===== src/rtl/md_unit.sv =====
// Multiply/divide unit with architectural HI/LO registers.
// Fixed-latency multiply and radix-2 restoring divide; results are written to HI/LO when done pulses.
module md_unit #(
  parameter int WIDTH    = 32,
  parameter int MULT_LAT = 4
) (
  input  logic             clk,
  input  logic             rst_n,
  input  logic             start,
  input  logic [3:0]       op,
  input  logic [WIDTH-1:0] data_in1,
  input  logic [WIDTH-1:0] data_in2,
  input  logic             mthi,
  input  logic             mtlo,
  output logic [WIDTH-1:0] hi,
  output logic [WIDTH-1:0] lo,
  output logic             busy,
  output logic             done
);

  // state | meaning
  // IDLE  | waiting; accepts start or mthi/mtlo writes
  // MUL   | multiply in flight, counts down MULT_LAT cycles
  // DIV   | WIDTH restoring iterations, then one fix-up cycle

  localparam logic [3:0] ALU_MULT  = 4'h8;
  localparam logic [3:0] ALU_MULTU = 4'h9;
  localparam logic [3:0] ALU_DIV   = 4'hA;
  localparam logic [3:0] ALU_DIVU  = 4'hB;
  localparam int CW = $clog2(WIDTH + 1);

  typedef enum logic [1:0] {S_IDLE, S_MUL, S_DIV} state_t;

  state_t           state_q, state_d;
  logic [CW-1:0]    cnt_q, cnt_d;
  logic             sgn_q, sgn_d;
  logic             negq_q, negq_d;
  logic             negr_q, negr_d;
  logic [WIDTH-1:0] a_q, a_d;
  logic [WIDTH-1:0] b_q, b_d;
  logic [WIDTH-1:0] quo_q, quo_d;
  logic [WIDTH-1:0] rem_q, rem_d;
  logic [WIDTH-1:0] hi_q, hi_d;
  logic [WIDTH-1:0] lo_q, lo_d;

  logic             is_mul, is_div, is_signed;
  logic [WIDTH-1:0] a_mag, b_mag;
  logic [WIDTH:0]   rem_shift, rem_sub;
  logic             rem_ge;
  logic [2*WIDTH-1:0] a_ext, b_ext, prod;
  logic [WIDTH-1:0] q_fix, r_fix;
  logic             done_c;

  always_comb begin
    is_mul    = (op == ALU_MULT) || (op == ALU_MULTU);
    is_div    = (op == ALU_DIV)  || (op == ALU_DIVU);
    is_signed = (op == ALU_MULT) || (op == ALU_DIV);
    a_mag     = (is_signed && data_in1[WIDTH-1]) ? -data_in1 : data_in1;
    b_mag     = (is_signed && data_in2[WIDTH-1]) ? -data_in2 : data_in2;

    // One restoring step: shift in the next dividend bit, subtract if it fits.
    rem_shift = {rem_q, quo_q[WIDTH-1]};
    rem_sub   = rem_shift - {1'b0, b_q};
    rem_ge    = (rem_shift >= {1'b0, b_q});

    // Sign-extending to 2*WIDTH makes the low 2*WIDTH product bits correct for signed operands.
    a_ext = {{WIDTH{sgn_q & a_q[WIDTH-1]}}, a_q};
    b_ext = {{WIDTH{sgn_q & b_q[WIDTH-1]}}, b_q};
    prod  = a_ext * b_ext;

    q_fix = negq_q ? -quo_q : quo_q;
    r_fix = negr_q ? -rem_q : rem_q;
  end

  always_comb begin
    state_d = state_q;
    cnt_d   = cnt_q;
    sgn_d   = sgn_q;
    negq_d  = negq_q;
    negr_d  = negr_q;
    a_d     = a_q;
    b_d     = b_q;
    quo_d   = quo_q;
    rem_d   = rem_q;
    hi_d    = hi_q;
    lo_d    = lo_q;
    done_c  = 1'b0;

    case (state_q)
      S_IDLE: begin
        if (start) begin
          if (is_mul) begin
            a_d     = data_in1;
            b_d     = data_in2;
            sgn_d   = is_signed;
            cnt_d   = CW'(MULT_LAT - 1);
            state_d = S_MUL;
          end else if (is_div) begin
            a_d     = data_in1;
            b_d     = b_mag;
            sgn_d   = is_signed;
            quo_d   = a_mag;
            rem_d   = '0;
            negq_d  = is_signed & (data_in1[WIDTH-1] ^ data_in2[WIDTH-1]);
            negr_d  = is_signed & data_in1[WIDTH-1];
            cnt_d   = CW'(WIDTH);
            state_d = S_DIV;
          end
        end else begin
          if (mthi) hi_d = data_in1;
          if (mtlo) lo_d = data_in1;
        end
      end
      S_MUL: begin
        if (cnt_q == '0) begin
          hi_d    = prod[2*WIDTH-1:WIDTH];
          lo_d    = prod[WIDTH-1:0];
          done_c  = 1'b1;
          state_d = S_IDLE;
        end else begin
          cnt_d = cnt_q - CW'(1);
        end
      end
      S_DIV: begin
        if (cnt_q != '0) begin
          rem_d = rem_ge ? rem_sub[WIDTH-1:0] : rem_shift[WIDTH-1:0];
          quo_d = {quo_q[WIDTH-2:0], rem_ge};
          cnt_d = cnt_q - CW'(1);
        end else begin
          // Fix-up cycle: apply signs, or substitute the divide-by-zero result.
          if (b_q == '0) begin
            lo_d = '1;
            hi_d = a_q;
          end else begin
            lo_d = q_fix;
            hi_d = r_fix;
          end
          done_c  = 1'b1;
          state_d = S_IDLE;
        end
      end
      default: state_d = S_IDLE;
    endcase
  end

  always_ff @(posedge clk or negedge rst_n) begin
    if (!rst_n) begin
      state_q <= S_IDLE;
      cnt_q   <= '0;
      sgn_q   <= 1'b0;
      negq_q  <= 1'b0;
      negr_q  <= 1'b0;
      a_q     <= '0;
      b_q     <= '0;
      quo_q   <= '0;
      rem_q   <= '0;
      hi_q    <= '0;
      lo_q    <= '0;
    end else begin
      state_q <= state_d;
      cnt_q   <= cnt_d;
      sgn_q   <= sgn_d;
      negq_q  <= negq_d;
      negr_q  <= negr_d;
      a_q     <= a_d;
      b_q     <= b_d;
      quo_q   <= quo_d;
      rem_q   <= rem_d;
      hi_q    <= hi_d;
      lo_q    <= lo_d;
    end
  end

  assign hi   = hi_q;
  assign lo   = lo_q;
  assign busy = (state_q != S_IDLE);
  assign done = done_c;

endmodule


===== config.mk =====
export PLATFORM = sky130hd
export DESIGN_NAME = md_unit
export DESIGN_NICKNAME = d
export VERILOG_FILES = /design/src/rtl/md_unit.sv
export SDC_FILE = /design/constraint.sdc
export NUM_CORES = 2
export LEC_CHECK = 0
export ABC_CLOCK_PERIOD_IN_PS = 7600
export CORE_AREA = 4 4 313 315
export DETAILED_ROUTE_END_ITERATION = 8
export DIE_AREA = 0 0 317 319
export PLACE_DENSITY = 0.75
export RECOVER_POWER = 100
export SKIP_LAST_GASP = 1
export SYNTH_ARGS = -nofsm -noshare
export SYNTH_HDL_FRONTEND = slang
export SYNTH_SLANG_ARGS = --single-unit

===== constraint.sdc =====
create_clock -name clk -period 7.6 [get_ports clk]
set_input_delay 1.52 -clock clk [delete_from_list [all_inputs] [get_ports clk]]
set_output_delay 1.52 -clock clk [all_outputs]
set_load 0.005 [all_outputs]

* Word level (Yosys, flattened, before mapping)
Index checks and enable logic that the tools add are counted.
** Storage, ports and cells
- Output and inout port bits :: 66
- Register bits :: 203
** Operators by class
- Mux-type cells :: 48
- Bitwise gates (word level) :: 6
- Multiply operators :: 1
- Reduce and logical (&&, ||, !) cells :: 20
- Equality and inequality tests :: 17
- Order comparisons :: 1
- Add/subtract/negate cells :: 6
** Operator list (count)
- 2-to-1 mux 32 bit :: 27
- one-hot mux 32 bit (3 select lines) :: 2
- negator 32 bit :: 4
- one-hot mux 32 bit (2 select lines) :: 2
- multiplier 33 x 33 -> 64 bit :: 1
- >= comparator 33 x 32 -> 1 bit :: 1
- zero test 32 bit :: 1
- subtractor 32 bit :: 1
- 2-to-1 mux 6 bit :: 5
- inequality test 2 bit (second input constant) :: 10
- AND reduction 5 bit :: 4
- one-hot mux 6 bit (3 select lines) :: 1
- equality test 4 bit (second input constant) :: 4
- 2-to-1 mux 2 bit :: 5
- AND reduction 4 bit :: 2
- zero test 6 bit :: 1
- one-hot mux 2 bit (3 select lines) :: 1
- nonzero test 2 bit :: 3
- nonzero test 6 bit :: 1
- subtractor 6 x 1 -> 6 bit (second input constant) :: 1
- AND 1 bit :: 4
- 2-to-1 mux 1 bit :: 4
- logical OR 1 bit :: 3
- inequality test 3 bit (second input constant) :: 1
- other kinds (9) :: 10

* Longest topological paths before layout
- Word-level depth :: 8
- Gate-level depth with buffers :: 32
- Mapped depth without buffers :: 29

* Worst setup path after synthesis
OpenSTA, ideal clock, no wires.
- Path type :: flip-flop to flip-flop
- From :: reg a_q[31]
- To :: reg hi_q[31] (netlist: hi[31])
- Path slack :: -377 ps
- Path buffers :: 3
- Arrival time :: 7850 ps
- Setup time :: 127 ps
- Cell stages (with the launch flop) :: 29
- Required time :: 7473 ps
- Cell sequence :: dfrtp_1 -> clkbuf_1 -> and2_1 -> clkbuf_1 -> nand2_1 -> inv_1 -> fa_1 -> fa_1 -> fa_1 -> fa_1 -> inv_1 -> fa_1 -> inv_1 -> fa_1 -> inv_1 -> fa_1 -> fa_1 -> inv_1 -> ha_1 -> clkbuf_1 -> nand4_1 -> nor2_1 -> inv_1 -> or4_1 -> nand2_1 -> a221oi_2 -> o31ai_1 -> xnor2_1 -> o22ai_1
** Between the ends
- Word-level cells in the longest chain between the ends :: 4
** Ends and longest elaborated chain
- from (decl) :: line 39 : logic [WIDTH-1:0] a_q, a_d;
- from (signal assigned) :: line 153 : a_q <= '0;
- from (signal assigned) :: line 165 : a_q <= a_d;
- AND 1 bit :: line 67 : a_ext = {{WIDTH{sgn_q & a_q[WIDTH-1]}}, a_q};
- multiplier 33 x 33 -> 64 bit :: line 69 : prod = a_ext * b_ext;
- 2-to-1 mux 32 bit :: line 115 : if (cnt_q == '0) begin
- one-hot mux 32 bit (3 select lines) (*) :: line 89 : case (state_q)
- to (signal assigned) :: line 169 : hi_q <= hi_d;
- to (decl) :: line 43 : logic [WIDTH-1:0] hi_q, hi_d;
Mark *: on every way between the ends. The rest lies on a longest branch, timed or not. The select of a mux whose other input is x is not followed.
A chain may end at the register's enable or synchronous reset.

* Final worst setup path
- From :: reg a_q[15]
- To :: reg hi_q[30] (netlist: hi[30])
** Between the ends
- Word-level cells in the longest chain between the ends :: 3
** Ends and longest elaborated chain (line)
- multiplier 33 x 33 -> 64 bit :: 69
- 2-to-1 mux 32 bit :: 115
- one-hot mux 32 bit (3 select lines) :: 89
No other way between the ends. The select of a mux whose other input is x is not followed.

==> results_dict.tcl <==
set metrics [dict create \
    path_max_fanout 8 \
    grt_busiest_layer "met2" \
    place.port_buffers 138 \
    global_route.usage.met2_pct 53.87 \
    fin_crit_sh_pct 104.7 \
    clock_latency_ns 0.57 \
    arrival_ns 8.44 \
    rsz0062_at_grt "yes" \
    startpoint_type "register" \
    multi_input_area_mm2 0.04221 \
    yosysWarnings 0 \
    htree_levels 1 \
    hold_buffers 0 \
    max_freq_ghz 0.1257 \
    drt_iter0_drc 3995 \
    critPathCaptureType "register" \
    hold_viol 0 \
    synth_edf_count 0 \
    wl_per_cell_um 21.25 \
    start_util_pct 54.98 \
    crit_required_ns 8.09 \
    cts_buffer_depth 3 \
    cts_tree "done" \
    slowest_delay_ns 0.56 \
    dp_hpwl_mm 132.7 \
    drive_above_1_share_pct 14.04 \
    fin_cells 7676 \
    cts_buffers 26 \
    root_buffer "clkbuf_16" \
    num-nets-final 7839 \
    post-route-drc-count 0 \
    track_usage_pct 32.75 \
    ys_ff_latch 203 \
    synth_async_sr_flop_share_pct 100.0 \
    routed_wirelength_mm 163.1 \
    grt_pass1_wl_mm 259.2 \
    crit_slowest_cell "fa_1" \
    worst_slack_ns -0.3549 \
    status "finished, violations left" \
    fin_crit_ns 7.955 \
    syn_inst 6022 \
    avgSynthCellArea_um2 8.662 \
    use_met3_pct 5.292 \
    syn_area_mm2 0.05216 \
    violations "capacitance limit, slew limit, setup timing" \
    seq_area_frac_synth_pct 9.739 \
    num_rows 113 \
    cp_top_family "adder cells" \
    synth_cell_types 79 \
    area_growth_pct 17.37 \
    postRouteAntennaNets 0 \
    vias_per_cell 5.685 \
    die_h_um 319 \
    overflow 0 \
    die_width_um 317 \
    clkTransAtPathRegs_ns 0.06 \
    die_area_mm2 0.1011 \
    antenna_found_initial 4 \
    place_congestion 1.031 \
    crit_buf_inv 8 \
    io-pin-count 139 \
    use_met1_pct 43.75 \
    reg2reg_slack_ns -0.35 \
    finClkSkew_ns 0.02231 \
    syn-num-nets 7475 \
    ys_dominant_reg_cell "dfrtp_1" \
    cap_viol_max_count 8 \
    first_pass_iters 6 \
    critical_path_class "register to register" \
    register_area_mm2 0.005106 \
    fill_cells 7532 \
    grt_pass1_vias 46820 \
    core_area_mm2 0.09487 \
    worst_slew_pin_slew_ns 3.365 \
    grt_max_degree 130 \
    drv_slew 477 \
    route.vias.total 43640 \
    placedCellCount 7537 \
    setup_viol 27 \
    cpMostUsedCell "fa_1" \
    relSlewSlack_pct -124.4 \
    clock-sinks 203 \
    whs_ns 0.4695 \
    min_path_type "register to register" \
]
==> cell families after synthesis <==
logic type,synth area share (%)
AND/OR/NAND/NOR,15.88
flip-flops,9.739
adder cells (fa/ha/maj),49.31
XOR/XNOR,3.593
AO/OA/AOI/OAI,9.238
buffers and inverters,11.49
multiplexers,0.7532
==> area by class of cell <==
| type | count | area share [%] |
|---|---|---|
| antenna | 6 | 0.02453 |
| timing repair buffer | 732 | 11.18 |
| tap | 1265 | 2.585 |
| multi-input combinational | 4227 | 68.95 |
| clock buffer | 35 | 1.251 |
| sequential | 203 | 8.341 |
| inverter | 1196 | 7.356 |
| clock inverter | 12 | 0.3127 |
==> cells in the final DEF (no fill, tap or decap), types with 39 or more instances in the layout <==
cell type,Yosys,layout
nor2_1,178,176
fa_1,1126,1101
nand3_1,43,39
ha_1,254,228
inv_1,1196,1176
dfrtp_1,203,184
o31ai_1,50,45
buf_4,2,478
a21o_1,63,63
a21oi_1,208,176
xnor2_1,132,128
dlygate4sd3_1,0,67
o21ai_0,279,256
clkdlybuf4s50_1,0,70
xor2_1,82,76
and2_1,350,342
nand2_1,1020,1011
buf_12,0,67
==> timing repair <==
action                                  CTS  global route
endpoints found under the setup margin   30            37
cloned                                    0             4
setup buffers                            30            53
pin swaps                                74           122
hold endpoints to repair                  0             0
gates resized for setup                 117           173
==> sequential cells by signal, summed over array words and instances, names as in the netlist <==
| signal | flops |
|---|---|
| cnt_q | 6 |
| quo_q | 32 |
| state_q | 2 |
| lo | 32 |
| b_q | 32 |
| negr_q | 1 |
| sgn_q | 1 |
| a_q | 32 |
| hi | 32 |
| rem_q | 32 |
| negq_q | 1 |
==> through the flow <==
step           setup slack, ns  TNS, ns  utilization (%)  cell area, µm²
2_1_floorplan        0.0002478        0                -           52240
3_3_place_gp           -0.4792   -5.810            61.49           58330
3_5_place_dp           -0.5007   -7.905            61.49           58330
4_1_cts                -0.3223   -2.919            63.28           60030
5_1_grt                -0.6306   -13.45            64.51           61210
6_report               -0.3549   -5.035            64.53           61220
==> Yosys cell counts, types with 21 or more instances <==
library cell,number,area [µm²]
xnor2_1,132,1156
a21o_1,63,473.0
o21ai_0,279,1396
dfrtp_1,203,5080
or3_1,21,131.4
o211ai_1,22,165.2
fa_1,1126,22540
nor4_1,21,131.4
xor2_1,82,718.2
nand2_1,1020,3829
ha_1,254,3178
mux2_2,26,292.8
clkbuf_1,380,1426
nor3_1,40,200.2
o31ai_1,50,375.4
a21oi_1,208,1041
nand4_1,31,193.9
nor2_1,178,668.1
and2_1,350,2190
inv_1,1196,4489
nand3_1,43,215.2
and3_1,22,137.6
==> final timing paths <==
kind	start	end	depth (start not counted)
setup / recovery	a_q[15]$_DFFE_PN0P_	hi[30]$_DFFE_PN0P_	29
hold reg to reg	lo[26]$_DFFE_PN0P_	lo[26]$_DFFE_PN0P_	1
max in group asynchronous	rst_n	b_q[18]$_DFFE_PN0P_	2
hold / removal	lo[26]$_DFFE_PN0P_	lo[26]$_DFFE_PN0P_	1
setup reg to reg	a_q[15]$_DFFE_PN0P_	hi[30]$_DFFE_PN0P_	29
min in group asynchronous	rst_n	lo[28]$_DFFE_PN0P_	1
==> layer usage <==
metal  wire, µm  vias up
met5         16        -
met4       7871        2
met3      13760      441
met2      78000     2001
met1      63470    22270
li1           -    18920
==> worst register-to-register path: cells and delay by family (launching register included) <==
kind            cells  cell delay, ns
fa+ha+maj           9            4.43
compound gates      9            1.77
buf+inv             8            0.82
simple gates        3            0.45
flops               1            0.42
Power is not shown: default switching activity piles up to over one toggle a cycle in this logic, so the estimate is an artifact.
